<file path="src/rtl/mem_arbiter_if.sv">
// Bundle of IC, DC and backing-memory signals seen by the line arbiter.
// MEM_ARB_STATS_EN adds the grant/wait counter outputs.
interface mem_arbiter_if #(
  parameter int WORD_SIZE = 16,
  parameter int LINE_SIZE = 64
);
  logic                 i_readM;
  logic                 i_writeM;
  logic [WORD_SIZE-1:0] i_address;
  logic [LINE_SIZE-1:0] i_wdata;
  logic [LINE_SIZE-1:0] i_rdata;
  logic                 i_valid;
  logic                 d_readM;
  logic                 d_writeM;
  logic [WORD_SIZE-1:0] d_address;
  logic [LINE_SIZE-1:0] d_wdata;
  logic [LINE_SIZE-1:0] d_rdata;
  logic                 d_valid;
  logic                 m_readM;
  logic                 m_writeM;
  logic [WORD_SIZE-1:0] m_address;
  logic [LINE_SIZE-1:0] m_wdata;
  logic [LINE_SIZE-1:0] m_rdata;
  logic                 m_valid;
`ifdef MEM_ARB_STATS_EN
  logic [15:0]          i_grant_cnt;
  logic [15:0]          d_grant_cnt;
  logic [15:0]          wait_cnt;
`endif

  modport master (
    input  i_readM, i_writeM, i_address, i_wdata,
    output i_rdata, i_valid,
    input  d_readM, d_writeM, d_address, d_wdata,
    output d_rdata, d_valid,
    output m_readM, m_writeM, m_address, m_wdata,
`ifdef MEM_ARB_STATS_EN
    output i_grant_cnt, d_grant_cnt, wait_cnt,
`endif
    input  m_rdata, m_valid
  );

  modport slave (
    output i_readM, i_writeM, i_address, i_wdata,
    input  i_rdata, i_valid,
    output d_readM, d_writeM, d_address, d_wdata,
    input  d_rdata, d_valid,
    input  m_readM, m_writeM, m_address, m_wdata,
`ifdef MEM_ARB_STATS_EN
    input  i_grant_cnt, d_grant_cnt, wait_cnt,
`endif
    output m_rdata, m_valid
  );
endinterface

</file>
<file path="src/rtl/mem_arbiter.sv">
// Round-robin IC/DC arbiter onto one line-wide memory port, registered command.
// Optional MEM_ARB_STATS_EN adds saturating grant and wait counters.
module mem_arbiter #(
  parameter int WORD_SIZE = 16,
  parameter int LINE_SIZE = 64
) (
  input  logic          Clk,
  input  logic          Reset_N,
  mem_arbiter_if.master bus
);

  typedef enum logic [1:0] {
    IDLE,
    GRANT_I,
    GRANT_D,
    RECOVER
  } state_e;

  state_e               state_q, state_d;
  logic                 last_d_q, last_d_d;
  logic                 m_read_q, m_read_d;
  logic                 m_write_q, m_write_d;
  logic [WORD_SIZE-1:0] m_addr_q, m_addr_d;
  logic [LINE_SIZE-1:0] m_wdata_q, m_wdata_d;
  logic                 req_i, req_d;
  logic                 gnt_i, gnt_d;

  // last_d_q=1 means D was served last, so I wins the next tie
  always_comb begin
    req_i     = bus.i_readM | bus.i_writeM;
    req_d     = bus.d_readM | bus.d_writeM;
    gnt_i     = 1'b0;
    gnt_d     = 1'b0;
    state_d   = state_q;
    last_d_d  = last_d_q;
    m_read_d  = m_read_q;
    m_write_d = m_write_q;
    m_addr_d  = m_addr_q;
    m_wdata_d = m_wdata_q;
    unique case (state_q)
      IDLE: begin
        gnt_d     = req_d & (~req_i | ~last_d_q);
        gnt_i     = req_i & ~gnt_d;
        m_read_d  = 1'b0;
        m_write_d = 1'b0;
        unique case (1'b1)
          gnt_d: begin
            state_d   = GRANT_D;
            last_d_d  = 1'b1;
            m_write_d = bus.d_writeM;
            m_read_d  = bus.d_readM & ~bus.d_writeM;
            m_addr_d  = bus.d_address;
            m_wdata_d = bus.d_wdata;
          end
          gnt_i: begin
            state_d   = GRANT_I;
            last_d_d  = 1'b0;
            m_write_d = bus.i_writeM;
            m_read_d  = bus.i_readM & ~bus.i_writeM;
            m_addr_d  = bus.i_address;
            m_wdata_d = bus.i_wdata;
          end
          default: ;
        endcase
      end
      GRANT_I, GRANT_D: begin
        if (bus.m_valid) begin
          m_read_d  = 1'b0;
          m_write_d = 1'b0;
          state_d   = RECOVER;
        end
      end
      RECOVER: state_d = IDLE;
      default: state_d = IDLE;
    endcase
  end

  always_ff @(posedge Clk or negedge Reset_N) begin
    if (!Reset_N) begin
      state_q   <= IDLE;
      last_d_q  <= 1'b0;
      m_read_q  <= 1'b0;
      m_write_q <= 1'b0;
      m_addr_q  <= '0;
      m_wdata_q <= '0;
    end else begin
      state_q   <= state_d;
      last_d_q  <= last_d_d;
      m_read_q  <= m_read_d;
      m_write_q <= m_write_d;
      m_addr_q  <= m_addr_d;
      m_wdata_q <= m_wdata_d;
    end
  end

  assign bus.m_readM   = m_read_q;
  assign bus.m_writeM  = m_write_q;
  assign bus.m_address = m_addr_q;
  assign bus.m_wdata   = m_wdata_q;

  assign bus.i_valid = (state_q == GRANT_I) & bus.m_valid;
  assign bus.d_valid = (state_q == GRANT_D) & bus.m_valid;
  assign bus.i_rdata = (state_q == GRANT_I) ? bus.m_rdata : '0;
  assign bus.d_rdata = (state_q == GRANT_D) ? bus.m_rdata : '0;

`ifdef MEM_ARB_STATS_EN
  logic [15:0] i_cnt_q, i_cnt_d;
  logic [15:0] d_cnt_q, d_cnt_d;
  logic [15:0] w_cnt_q, w_cnt_d;
  logic        waiting;

  always_comb begin
    waiting = (req_i & ~gnt_i & (state_q != GRANT_I))
            | (req_d & ~gnt_d & (state_q != GRANT_D));
    i_cnt_d = i_cnt_q;
    d_cnt_d = d_cnt_q;
    w_cnt_d = w_cnt_q;
    if (gnt_i && i_cnt_q != 16'hFFFF) i_cnt_d = i_cnt_q + 16'd1;
    if (gnt_d && d_cnt_q != 16'hFFFF) d_cnt_d = d_cnt_q + 16'd1;
    if (waiting && w_cnt_q != 16'hFFFF) w_cnt_d = w_cnt_q + 16'd1;
  end

  always_ff @(posedge Clk or negedge Reset_N) begin
    if (!Reset_N) begin
      i_cnt_q <= '0;
      d_cnt_q <= '0;
      w_cnt_q <= '0;
    end else begin
      i_cnt_q <= i_cnt_d;
      d_cnt_q <= d_cnt_d;
      w_cnt_q <= w_cnt_d;
    end
  end

  assign bus.i_grant_cnt = i_cnt_q;
  assign bus.d_grant_cnt = d_cnt_q;
  assign bus.wait_cnt    = w_cnt_q;
`endif

endmodule

</file>
<file path="src/flat_wrapper.sv">
// flat-port wrapper written by rule: the top's interface ports become plain ports
module mem_arbiter_flat 
#(
  parameter int WORD_SIZE = 16,
  parameter int LINE_SIZE = 64
)
  (Clk, Reset_N, bus_i_readM, bus_i_writeM, bus_i_address, bus_i_wdata, bus_i_rdata, bus_i_valid, bus_d_readM, bus_d_writeM, bus_d_address, bus_d_wdata, bus_d_rdata, bus_d_valid, bus_m_readM, bus_m_writeM, bus_m_address, bus_m_wdata, bus_m_rdata, bus_m_valid);
  mem_arbiter_if #(.WORD_SIZE(WORD_SIZE), .LINE_SIZE(LINE_SIZE)) bus_i ();
  input  logic Clk;
  input  logic Reset_N;
  input wire logic [$bits(bus_i.i_readM)-1:0] bus_i_readM;
  input wire logic [$bits(bus_i.i_writeM)-1:0] bus_i_writeM;
  input wire logic [$bits(bus_i.i_address)-1:0] bus_i_address;
  input wire logic [$bits(bus_i.i_wdata)-1:0] bus_i_wdata;
  output wire logic [$bits(bus_i.i_rdata)-1:0] bus_i_rdata;
  output wire logic [$bits(bus_i.i_valid)-1:0] bus_i_valid;
  input wire logic [$bits(bus_i.d_readM)-1:0] bus_d_readM;
  input wire logic [$bits(bus_i.d_writeM)-1:0] bus_d_writeM;
  input wire logic [$bits(bus_i.d_address)-1:0] bus_d_address;
  input wire logic [$bits(bus_i.d_wdata)-1:0] bus_d_wdata;
  output wire logic [$bits(bus_i.d_rdata)-1:0] bus_d_rdata;
  output wire logic [$bits(bus_i.d_valid)-1:0] bus_d_valid;
  output wire logic [$bits(bus_i.m_readM)-1:0] bus_m_readM;
  output wire logic [$bits(bus_i.m_writeM)-1:0] bus_m_writeM;
  output wire logic [$bits(bus_i.m_address)-1:0] bus_m_address;
  output wire logic [$bits(bus_i.m_wdata)-1:0] bus_m_wdata;
  input wire logic [$bits(bus_i.m_rdata)-1:0] bus_m_rdata;
  input wire logic [$bits(bus_i.m_valid)-1:0] bus_m_valid;
  assign bus_i.i_readM = bus_i_readM;
  assign bus_i.i_writeM = bus_i_writeM;
  assign bus_i.i_address = bus_i_address;
  assign bus_i.i_wdata = bus_i_wdata;
  assign bus_i_rdata = bus_i.i_rdata;
  assign bus_i_valid = bus_i.i_valid;
  assign bus_i.d_readM = bus_d_readM;
  assign bus_i.d_writeM = bus_d_writeM;
  assign bus_i.d_address = bus_d_address;
  assign bus_i.d_wdata = bus_d_wdata;
  assign bus_d_rdata = bus_i.d_rdata;
  assign bus_d_valid = bus_i.d_valid;
  assign bus_m_readM = bus_i.m_readM;
  assign bus_m_writeM = bus_i.m_writeM;
  assign bus_m_address = bus_i.m_address;
  assign bus_m_wdata = bus_i.m_wdata;
  assign bus_i.m_rdata = bus_m_rdata;
  assign bus_i.m_valid = bus_m_valid;
  mem_arbiter #(.WORD_SIZE(WORD_SIZE), .LINE_SIZE(LINE_SIZE)) u_core (.Clk(Clk), .Reset_N(Reset_N), .bus(bus_i));
endmodule
</file>
<file path="config.mk">
export PLATFORM = sky130hd
export DESIGN_NAME = mem_arbiter_flat
export DESIGN_NICKNAME = d
export VERILOG_FILES = /design/src/rtl/mem_arbiter_if.sv /design/src/rtl/mem_arbiter.sv /design/src/flat_wrapper.sv
export SDC_FILE = /design/constraint.sdc
export NUM_CORES = 1
export LEC_CHECK = 0
export CORE_AREA = 2 2 171 173
export CTS_BUF_LIST = sky130_fd_sc_hd__clkbuf_4
export CTS_CLUSTER_SIZE = 12
export DETAILED_ROUTE_END_ITERATION = 8
export DIE_AREA = 0 0 173 175
export GPL_ROUTABILITY_DRIVEN = 0
export PLACE_DENSITY = 0.55
export SYNTH_ARGS = -nofsm -noshare
export SYNTH_HDL_FRONTEND = slang
export SYNTH_SLANG_ARGS = --single-unit
</file>
<file path="constraint.sdc">
create_clock -name Clk -period 2.9 [get_ports Clk]
set_input_delay 0.58 -clock Clk [delete_from_list [all_inputs] [get_ports Clk]]
set_output_delay 0.58 -clock Clk [all_outputs]
set_load 0.05 [all_outputs]
</file>
==> results of run 1 <==
-- synthesized netlist by cell type, types with 3 or more instances --
cell      count  share of area
ha_1          4         0.0098
buf_2         5         0.0049
nand3_1      81          0.079
buf_1         3         0.0022
buf_6        10          0.022
o21ai_0      84          0.082
dfrtp_1      85           0.42
a31oi_1      83           0.10
nor2_1       85          0.062
clkbuf_1     50          0.037
inv_1         3         0.0022
and2_1      130           0.16
-- registers in the layout, indices dropped and copies added, names as in the netlist --
register              cells
u_core.bus.m_writeM       1
u_core.bus.m_address     16
u_core.bus.m_wdata       64
u_core.last_d_q           1
u_core.state_q            2
u_core.bus.m_readM        1
-- worst register-to-register path: stages, from the launching register on --
cell and delay, ns:
dfrtp_1 0.43, inv_1 0.12, ha_1 0.28, o41a_2 0.19
buf_4 0.62, nor2_1 0.12, a31oi_1 0.17
-- power by group through the flow --
| stage | registers (mW) | logic, mW | clock network (mW) |
|---|---|---|---|
| 6_report | 2.14 | 10.3 | 0.704 |
| 5_1_grt | 2.21 | 10.8 | 0.783 |
| 4_1_cts | 2.14 | 10.4 | 0.749 |
| 3_5_place_dp | 2.17 | 10.4 | 0 |
| 3_3_place_gp | 2.15 | 10.4 | 0 |
| 2_1_floorplan | 4.13 | 3.99 | 0 |
-- cells by family after synthesis --
kind of cell | synth area share
simple gates | 0.304
compound gates | 0.202
flops | 0.416
buf+inv | 0.0680
fa+ha+maj | 0.00979
-- layer usage --
metal | routed length [um] | part of all wire | vias to the layer above | GRT usage
li1 | - | - | 3005 | -
met1 | 9470 | 0.37 | 2837 | 0.175
met2 | 13900 | 0.55 | 270 | 0.313
met3 | 1750 | 0.069 | 20 | 0.0440
met4 | 298 | 0.012 | 2 | 0.0381
met5 | 12 | 0.00047 | - | 0
-- per-stage QoR --
step / instances / total power, mW / setup slack [ns] / cell area (sq um)
4_1_cts: 1427 / 13.3 / 0.206 / 11400
3_3_place_gp: 1411 / 12.5 / 0.461 / 11200
3_5_place_dp: 1411 / 12.6 / 0.428 / 11200
2_1_floorplan: 637 / 8.12 / 0.819 / 5110
5_1_grt: 1428 / 13.8 / 0.102 / 11400
6_report: 1428 / 13.1 / 0.292 / 11400
-- area by class of cell --
| class | instances | share of cell area |
|---|---|---|
| clock buffer | 9 | 0.00595 |
| tap | 384 | 0.0423 |
| timing repair buffer | 458 | 0.522 |
| inverter | 3 | 0.000992 |
| multi-input combinational | 481 | 0.235 |
| sequential | 85 | 0.187 |
| clock inverter | 7 | 0.00584 |
| antenna | 1 | 0.000220 |
-- how the worst max path moves through the flow --
| stage | from | end | slack (ns) | cells after the start |
|---|---|---|---|---|
| 2_1_floorplan | u_core.state_q[0]$_DFFE_PN0P_ | bus_d_rdata[13] | 0.82 | 5 |
| 3_3_place_gp | bus_d_readM | u_core.bus.m_wdata[49]$_DFFE_PN0P_ | 0.46 | 5 |
| 3_5_place_dp | bus_d_readM | u_core.bus.m_wdata[49]$_DFFE_PN0P_ | 0.43 | 5 |
| 4_1_cts | u_core.state_q[1]$_DFFE_PN0P_ | bus_i_rdata[2] | 0.21 | 5 |
| 5_1_grt | u_core.state_q[1]$_DFFE_PN0P_ | bus_i_rdata[54] | 0.10 | 5 |
| 6_report | u_core.state_q[1]$_DFFE_PN0P_ | bus_i_rdata[54] | 0.29 | 5 |
==> flow_metrics.tcl, run 1 <==
set metrics [dict create \
    outcome "finished, final reports clean" \
    max_freq_mhz 383 \
    cpMaxStageDelayCell "buf_4" \
    r2r_end "u_core.bus.m_wdata[3]$_DFFE_PN0P_" \
    max-vdd-ir-drop_mv 0.593 \
    cp_num_buf_inv 3 \
    path_class "flip-flop to output port" \
    post-route-drc-count 0 \
    die-area_sq_um 30300 \
    ios 443 \
    num_vias 6134 \
    clkLatencyLatePin_ns 0.45 \
    die_h_um 175 \
    wire_per_inst_um 17.8 \
    final.period_utilization 0.899 \
    yosysSeqAreaShare 0.416 \
    r2r-start "u_core.state_q[0]$_DFFE_PN0P_" \
    grt_max_degree 83 \
    cp-start-kind "flip-flop" \
    area_growth_syn_to_layout_pct 122 \
    endpoint_kind "output port" \
    port_buffers 442 \
    min_path_type "input port to asynchronous set/reset pin" \
    power_frac_comb 0.784 \
    cts_setup_buffers 0 \
    final_nets 1273 \
    first_pass_iters 5 \
    cp_top_family "buffers and inverters" \
    cellLeakagePower_nw 4.42 \
    worstPathMaxFanout 65 \
    setup_tns_ns 0 \
    grt_usage 0.162 \
    synth_warnings 0 \
    drt_iter0_drc 296 \
    syn_area_per_cell_sq_um 8.03 \
    powerDensity_nw_per_um2 1160 \
    rsz0062_at_grt "no" \
    ys_types 23 \
    synth_cells 637 \
    async_flop_share 1.00 \
    cts.reportedPaths.clkPinSlew_ns 0.15 \
    fill_cells 2841 \
    layout.cells.most_common_list "clkdlybuf4s50_1, buf_12, and2_1" \
    htree_levels 3 \
    tightestPinTransition_ns 0.792 \
    antenna_found_initial 2 \
    clockRootBuffer "clkbuf_4" \
    relSlewSlack 0.472 \
    ys_ff_latch 85 \
    rows 62 \
    p_int_mw 6.09 \
    clock-sinks 85 \
    cts_resized 0 \
    holdWs_ns 0.124 \
    reg2reg_setup_slack_ns 0.90 \
    critical_path.cell_chain "inv_1 > ha_2 > buf_4 > and2_1 > buf_12" \
    grt_pass1_wl_mm 37.8 \
    netlist_area_sq_um 5110 \
    cts_buffer_depth 2 \
    cp_slowest_stage_delay_ns 0.44 \
    swShare 0.536 \
    maxSlewViolCount 0 \
    layout_commonest_cell "clkdlybuf4s50_1" \
    grt-ovfl-total 0 \
    p_clk_frac 0.054 \
    register_area_sq_um 2130 \
    fin_crit_ns 2.61 \
    arrival_ns 2.03 \
    wl_mm 25.4 \
    numCtsBuffers 9 \
    switching_power_mw 7.04 \
    cts_tree "built" \
    ctsHoldBuffers 0 \
    hpwlAfterDp_mm 20.1 \
    drive_above_1_share 0.161 \
    start_util 0.180 \
    clock_skew_ns 0.0213 \
    synth_flop_cell "dfrtp_1" \
    setup_viol 0 \
    first_global_vias 6152 \
    hold_violations 0 \
    die_w_um 173 \
    synth_edf_count 0 \
    fin_util 0.400 \
    postRouteAntennaNets 0 \
    drv_cap 0 \
    pwr-share-seq 0.163 \
    worstPathRequired_ns 2.32 \
    synth_nets 872 \
    r2r.worst_path.cells 6 \
    core-area_sq_um 28400 \
    vias_per_cell 4.30 \
    multi_input_area_sq_um 2670 \
]
Power figures use the tool's default switching activity.
==> inputs of run 2 (changes only) <==
--- a/config.mk
+++ b/config.mk
@@ -5,13 +5,13 @@
 export SDC_FILE = /design/constraint.sdc
 export NUM_CORES = 1
 export LEC_CHECK = 0
-export CORE_AREA = 2 2 171 173
+export CORE_AREA = 2 2 174 176
 export CTS_BUF_LIST = sky130_fd_sc_hd__clkbuf_4
 export CTS_CLUSTER_SIZE = 12
 export DETAILED_ROUTE_END_ITERATION = 8
-export DIE_AREA = 0 0 173 175
+export DIE_AREA = 0 0 176 178
 export GPL_ROUTABILITY_DRIVEN = 0
-export PLACE_DENSITY = 0.55
+export PLACE_DENSITY = 0.53
 export SYNTH_ARGS = -nofsm -noshare
 export SYNTH_HDL_FRONTEND = slang
 export SYNTH_SLANG_ARGS = --single-unit
==> flow_metrics.tcl, run 2 (same netlist as run 1, synthesis figures left out) <==
set metrics [dict create \
    drt_iter0_drc 264 \
    clock-sinks 85 \
    die_h_um 178 \
    layout_commonest_cell "clkdlybuf4s50_1" \
    final.period_utilization 0.926 \
    hold_violations 0 \
    fin_util 0.389 \
    grt_pass1_wl_mm 39.9 \
    min_path_type "input port to asynchronous set/reset pin" \
    route.met2.wl_mm 15.2 \
    vias_per_cell 4.34 \
    hpwlAfterDp_mm 22.6 \
    postRouteAntennaNets 0 \
    cp-start-kind "flip-flop" \
    layout.cells.most_common_list "clkdlybuf4s50_1, buf_12, and2_1" \
    ctsHoldBuffers 0 \
    die_w_um 176 \
    grt_max_degree 108 \
    worstPathRequired_ns 2.32 \
    cellLeakagePower_nw 4.46 \
    clockRootBuffer "clkbuf_4" \
    max-vdd-ir-drop_mv 0.609 \
    top_layer "met5" \
    grt_usage 0.172 \
    htree_levels 3 \
    setup_viol 0 \
    port_buffers 442 \
    grt-ovfl-total 0 \
    die-area_sq_um 31300 \
    r2r_end "u_core.bus.m_wdata[55]$_DFFE_PN0P_" \
    rows 63 \
    first_pass_iters 5 \
    outcome "finished, final reports clean" \
    reg2reg_setup_slack_ns 1.05 \
    num_vias 6297 \
    cts_tree "built" \
    start_util 0.174 \
    tightestPinTransition_ns 0.627 \
    post-route-drc-count 0 \
    arrival_ns 2.11 \
    relSlewSlack 0.581 \
    wire_per_inst_um 19.4 \
    numCtsBuffers 9 \
    worstPathMaxFanout 32 \
    fin_crit_ns 2.69 \
    cts.reportedPaths.clkPinSlew_ns 0.14 \
    max_freq_mhz 372 \
    drive_above_1_share 0.166 \
    dr_wl_met3_mm 2.32 \
    final_nets 1278 \
    power_mw 13.4 \
    setup_tns_ns 0 \
    cts_setup_buffers 0 \
    clkLatencyLatePin_ns 0.48 \
    r2r-start "u_core.state_q[0]$_DFFE_PN0P_" \
    powerDensity_nw_per_um2 1170 \
    core-area_sq_um 29400 \
    largest_register_ffs 64 \
    first_global_vias 6210 \
    drv_cap 0 \
    met1_length_mm 9.87 \
    ios 443 \
    cts_buffer_depth 2 \
    path_class "flip-flop to output port" \
    area_growth_syn_to_layout_pct 124 \
    maxSlewViolCount 0 \
    rsz0062_at_grt "no" \
    antenna_found_initial 13 \
    clock_skew_ns 0.0178 \
    wl_mm 28.1 \
    endpoint_kind "output port" \
    holdWs_ns 0.0560 \
    r2r.worst_path.cells 6 \
]
-- run 2: cell count changes in the layout (fill, tap and decap cells not counted), sizes merged --
cell and change:
buf +5, clkbuf +2, clkinv -3, diode +11, bufinv +1
-- run 2: final cells by class --
type	instances	area (sq um)
Tap cell	390	488
Clock inverter	5	75.1
Multi-Input combinational cell	481	2680
Fill cell	2938	18000
Sequential cell	85	2130
Antenna cell	12	30.0
Timing Repair Buffer	463	5960
Inverter	3	11.3
Clock buffer	11	82.6
-- run 2: per-stage QoR --
step                      setup WS (ns)  instance area, sq um  std cells
final                             0.213                 11500       1450
after CTS                        0.0429                 11400       1438
after detailed placement          0.396                 11200       1422
after global placement            0.506                 11200       1422
after floorplan                   0.819                  5110        637
after global routing             0.0369                 11400       1449
-- run 2: repair_timing --
action	CTS	global route
setup endpoints to repair	0	2
resized for setup	0	2
endpoints found under the hold margin	0	0
-- run 2: worst max-delay path by stage --
stage                                                    end                     startpoint  slack [ns]
after floorplan                              bus_d_rdata[13]  u_core.state_q[0]$_DFFE_PN0P_        0.82
after global placement    u_core.bus.m_wdata[12]$_DFFE_PN0P_                    bus_d_readM        0.51
after detailed placement  u_core.bus.m_wdata[62]$_DFFE_PN0P_                   bus_d_writeM        0.40
after CTS                                    bus_d_rdata[39]  u_core.state_q[0]$_DFFE_PN0P_        0.04
after global routing                         bus_i_rdata[40]  u_core.state_q[1]$_DFFE_PN0P_        0.04
final                                        bus_i_rdata[40]  u_core.state_q[1]$_DFFE_PN0P_        0.21
-- run 2: metal layers --
metal  global-route usage  vias up
met5                    0        -
met4               0.0799        4
met3               0.0578       35
met2                0.322      290
met1                0.171     2936
li1                     -     3032
-- run 2: where the power goes --
group / internal [mW] / switching [mW] / leakage, nW
clock: 0.364 / 0.450 / 0.0822
combinational: 4.09 / 6.32 / 3.42
sequential: 1.80 / 0.340 / 0.958
-- run 2: critical path: stages (launching register included) --
cell,delay [ns]
dfrtp_1,0.45
inv_1,0.13
ha_2,0.36
buf_6,0.27
and2_1,0.27
buf_12,0.17
==> RTL change, RTL diff (settings of run 1) <==
`WORD_SIZE` is set to 16 in 3 places; all go to 32.
--- a/src/rtl/mem_arbiter_if.sv
+++ b/src/rtl/mem_arbiter_if.sv
@@ -1,7 +1,7 @@
 // Bundle of IC, DC and backing-memory signals seen by the line arbiter.
 // MEM_ARB_STATS_EN adds the grant/wait counter outputs.
 interface mem_arbiter_if #(
-  parameter int WORD_SIZE = 16,
+  parameter int WORD_SIZE = 32,
   parameter int LINE_SIZE = 64
 );
   logic                 i_readM;
--- a/src/rtl/mem_arbiter.sv
+++ b/src/rtl/mem_arbiter.sv
@@ -1,7 +1,7 @@
 // Round-robin IC/DC arbiter onto one line-wide memory port, registered command.
 // Optional MEM_ARB_STATS_EN adds saturating grant and wait counters.
 module mem_arbiter #(
-  parameter int WORD_SIZE = 16,
+  parameter int WORD_SIZE = 32,
   parameter int LINE_SIZE = 64
 ) (
   input  logic          Clk,
--- a/src/flat_wrapper.sv
+++ b/src/flat_wrapper.sv
@@ -1,7 +1,7 @@
 // flat-port wrapper written by rule: the top's interface ports become plain ports
 module mem_arbiter_flat 
 #(
-  parameter int WORD_SIZE = 16,
+  parameter int WORD_SIZE = 32,
   parameter int LINE_SIZE = 64
 )
   (Clk, Reset_N, bus_i_readM, bus_i_writeM, bus_i_address, bus_i_wdata, bus_i_rdata, bus_i_valid, bus_d_readM, bus_d_writeM, bus_d_address, bus_d_wdata, bus_d_rdata, bus_d_valid, bus_m_readM, bus_m_writeM, bus_m_address, bus_m_wdata, bus_m_rdata, bus_m_valid);
Ports: changed (resized bus_d_address, bus_i_address and bus_m_address); port bits go from 443 to 491. No check against the original RTL was run, so the function may have changed too.
==> RTL change against run 1 <==
Clock power increased by 16%. Synthesized area increased by 14%. Total power increased by 13%. Worst setup slack got worse by 0.0064 ns. Wire length increased by 33%. Cell area increased by 12%. Sequential cell count increased by 16. Critical path type unchanged. Largest cell class unchanged.
==> RTL change: results (changes against run 1) <==
Synthesis
  – Number of distinct library cells after synthesis: 28 (+22%)
  – Syn Nets: 993 (+14%)
  – Area contributors post-synth: dfrtp_1 43%, and2_1 14%, a31oi_1 10%
  – Post-synthesis adder-cell area fraction: 0.008567 (-0.001218)
  – Seq/Total Area, Yosys: 0.4326 (+0.01679)
  – Syn Area/Cell: 8.047 um2 (+0.21%)
  – Synth cell count leaders: 130 x and2_1, 101 x dfrtp_1, 99 x nor2_1

Route
  – Met2 wire len: 17.37 mm (+25%)
  – Initial DRC count: 483 (+63%)
  – Vias per cell: 4.654 (+8.3%)
  – Post-Route M1 WL: 12.36 mm (+31%)

Outcome
  – Status: completed

Global routing
  – Pin count of the biggest net entering global routing: 99 (+19%)
  – Initial antenna violation count: 12 (+10)
  – Number of global-route vias before repair: 7415 (+21%)
  – Met1 usage: 0.2419 (+0.06724)
  – GR Util met2: 0.3845 (+0.07183)
  – Total track usage: 0.2182 (+0.05597)
  – GRT met3 Usage: 0.08573 (+0.04178)
  – First-pass GRT wire length: 49.96 mm (+32%)

Critical path
  – Slowest-stage cell, CP: dfrtp_1
  – Reg2Reg Setup Slack: 0.97 ns (+0.07 ns)
  – Setup crit end: bus_i_rdata[24]
  – R2R Path End: u_core.bus.m_wdata[58]
  – Worst Path Max Fanout: 25 (-62%)

Cells and area
  – Share of layout cells above drive strength 1: 0.1488 (-0.01226)
  – Total Nets Final: 1438 (+13%)
  – FILL cells: 2753 (-3.1%)

Placed design
  – Placement Setup Slack: 0.5127 ns (+0.08487 ns)
  – Dpl hpwl: 26.23 mm (+31%)
  – Dpl cell area: 12500 um2 (+11%)
  – Placed Cells: 1544 (+9.4%)
  – PortBufs: 490 (+11%)

STA
  – Final hold slack: 0.07915 ns (-0.04523 ns)
  – Worst Tran Pin Value: 0.6673 ns (-0.1249 ns)

CTS
  – Later-pin clock latency in the skew report: 0.49 ns (+0.04 ns)
  – Clk slew on worst S/H paths: 0.22 ns (+0.07 ns)

Power
  – P_leak: 0.004915 uW (+11%)
-- RTL change: cell types whose count changed in the layout (fill, tap and decap cells not counted), sizes merged, moves of 5 or more --
cell | before | now
nand3 | 81 | 97
clkdlybuf4s50 | 311 | 359
buf | 147 | 152
nor2 | 85 | 100
a31oi | 83 | 98
dfrtp | 85 | 101
o21ai | 84 | 100
-- RTL change: power by group through the flow --
stage / clock, uW / sequential, uW / combinational (uW)
finish: 817 / 2530 / 11500
global route: 910 / 2630 / 12100
CTS: 864 / 2530 / 11600
detailed placement: 0 / 2570 / 11600
global placement: 0 / 2540 / 11500
floorplan: 0 / 4920 / 4200
-- RTL change: layout make-up --
type	count	area, um2	share of cell area
clock buffers	9	67.56	0.005331
diodes	4	10.01	0.0007898
repair buffers	511	6486	0.5118
well taps	384	480.5	0.03791
flip-flops and latches	101	2527	0.1994
multi-input cells	545	3004	0.2370
clock inverters	7	86.33	0.006812
inverters	3	11.26	0.0008885
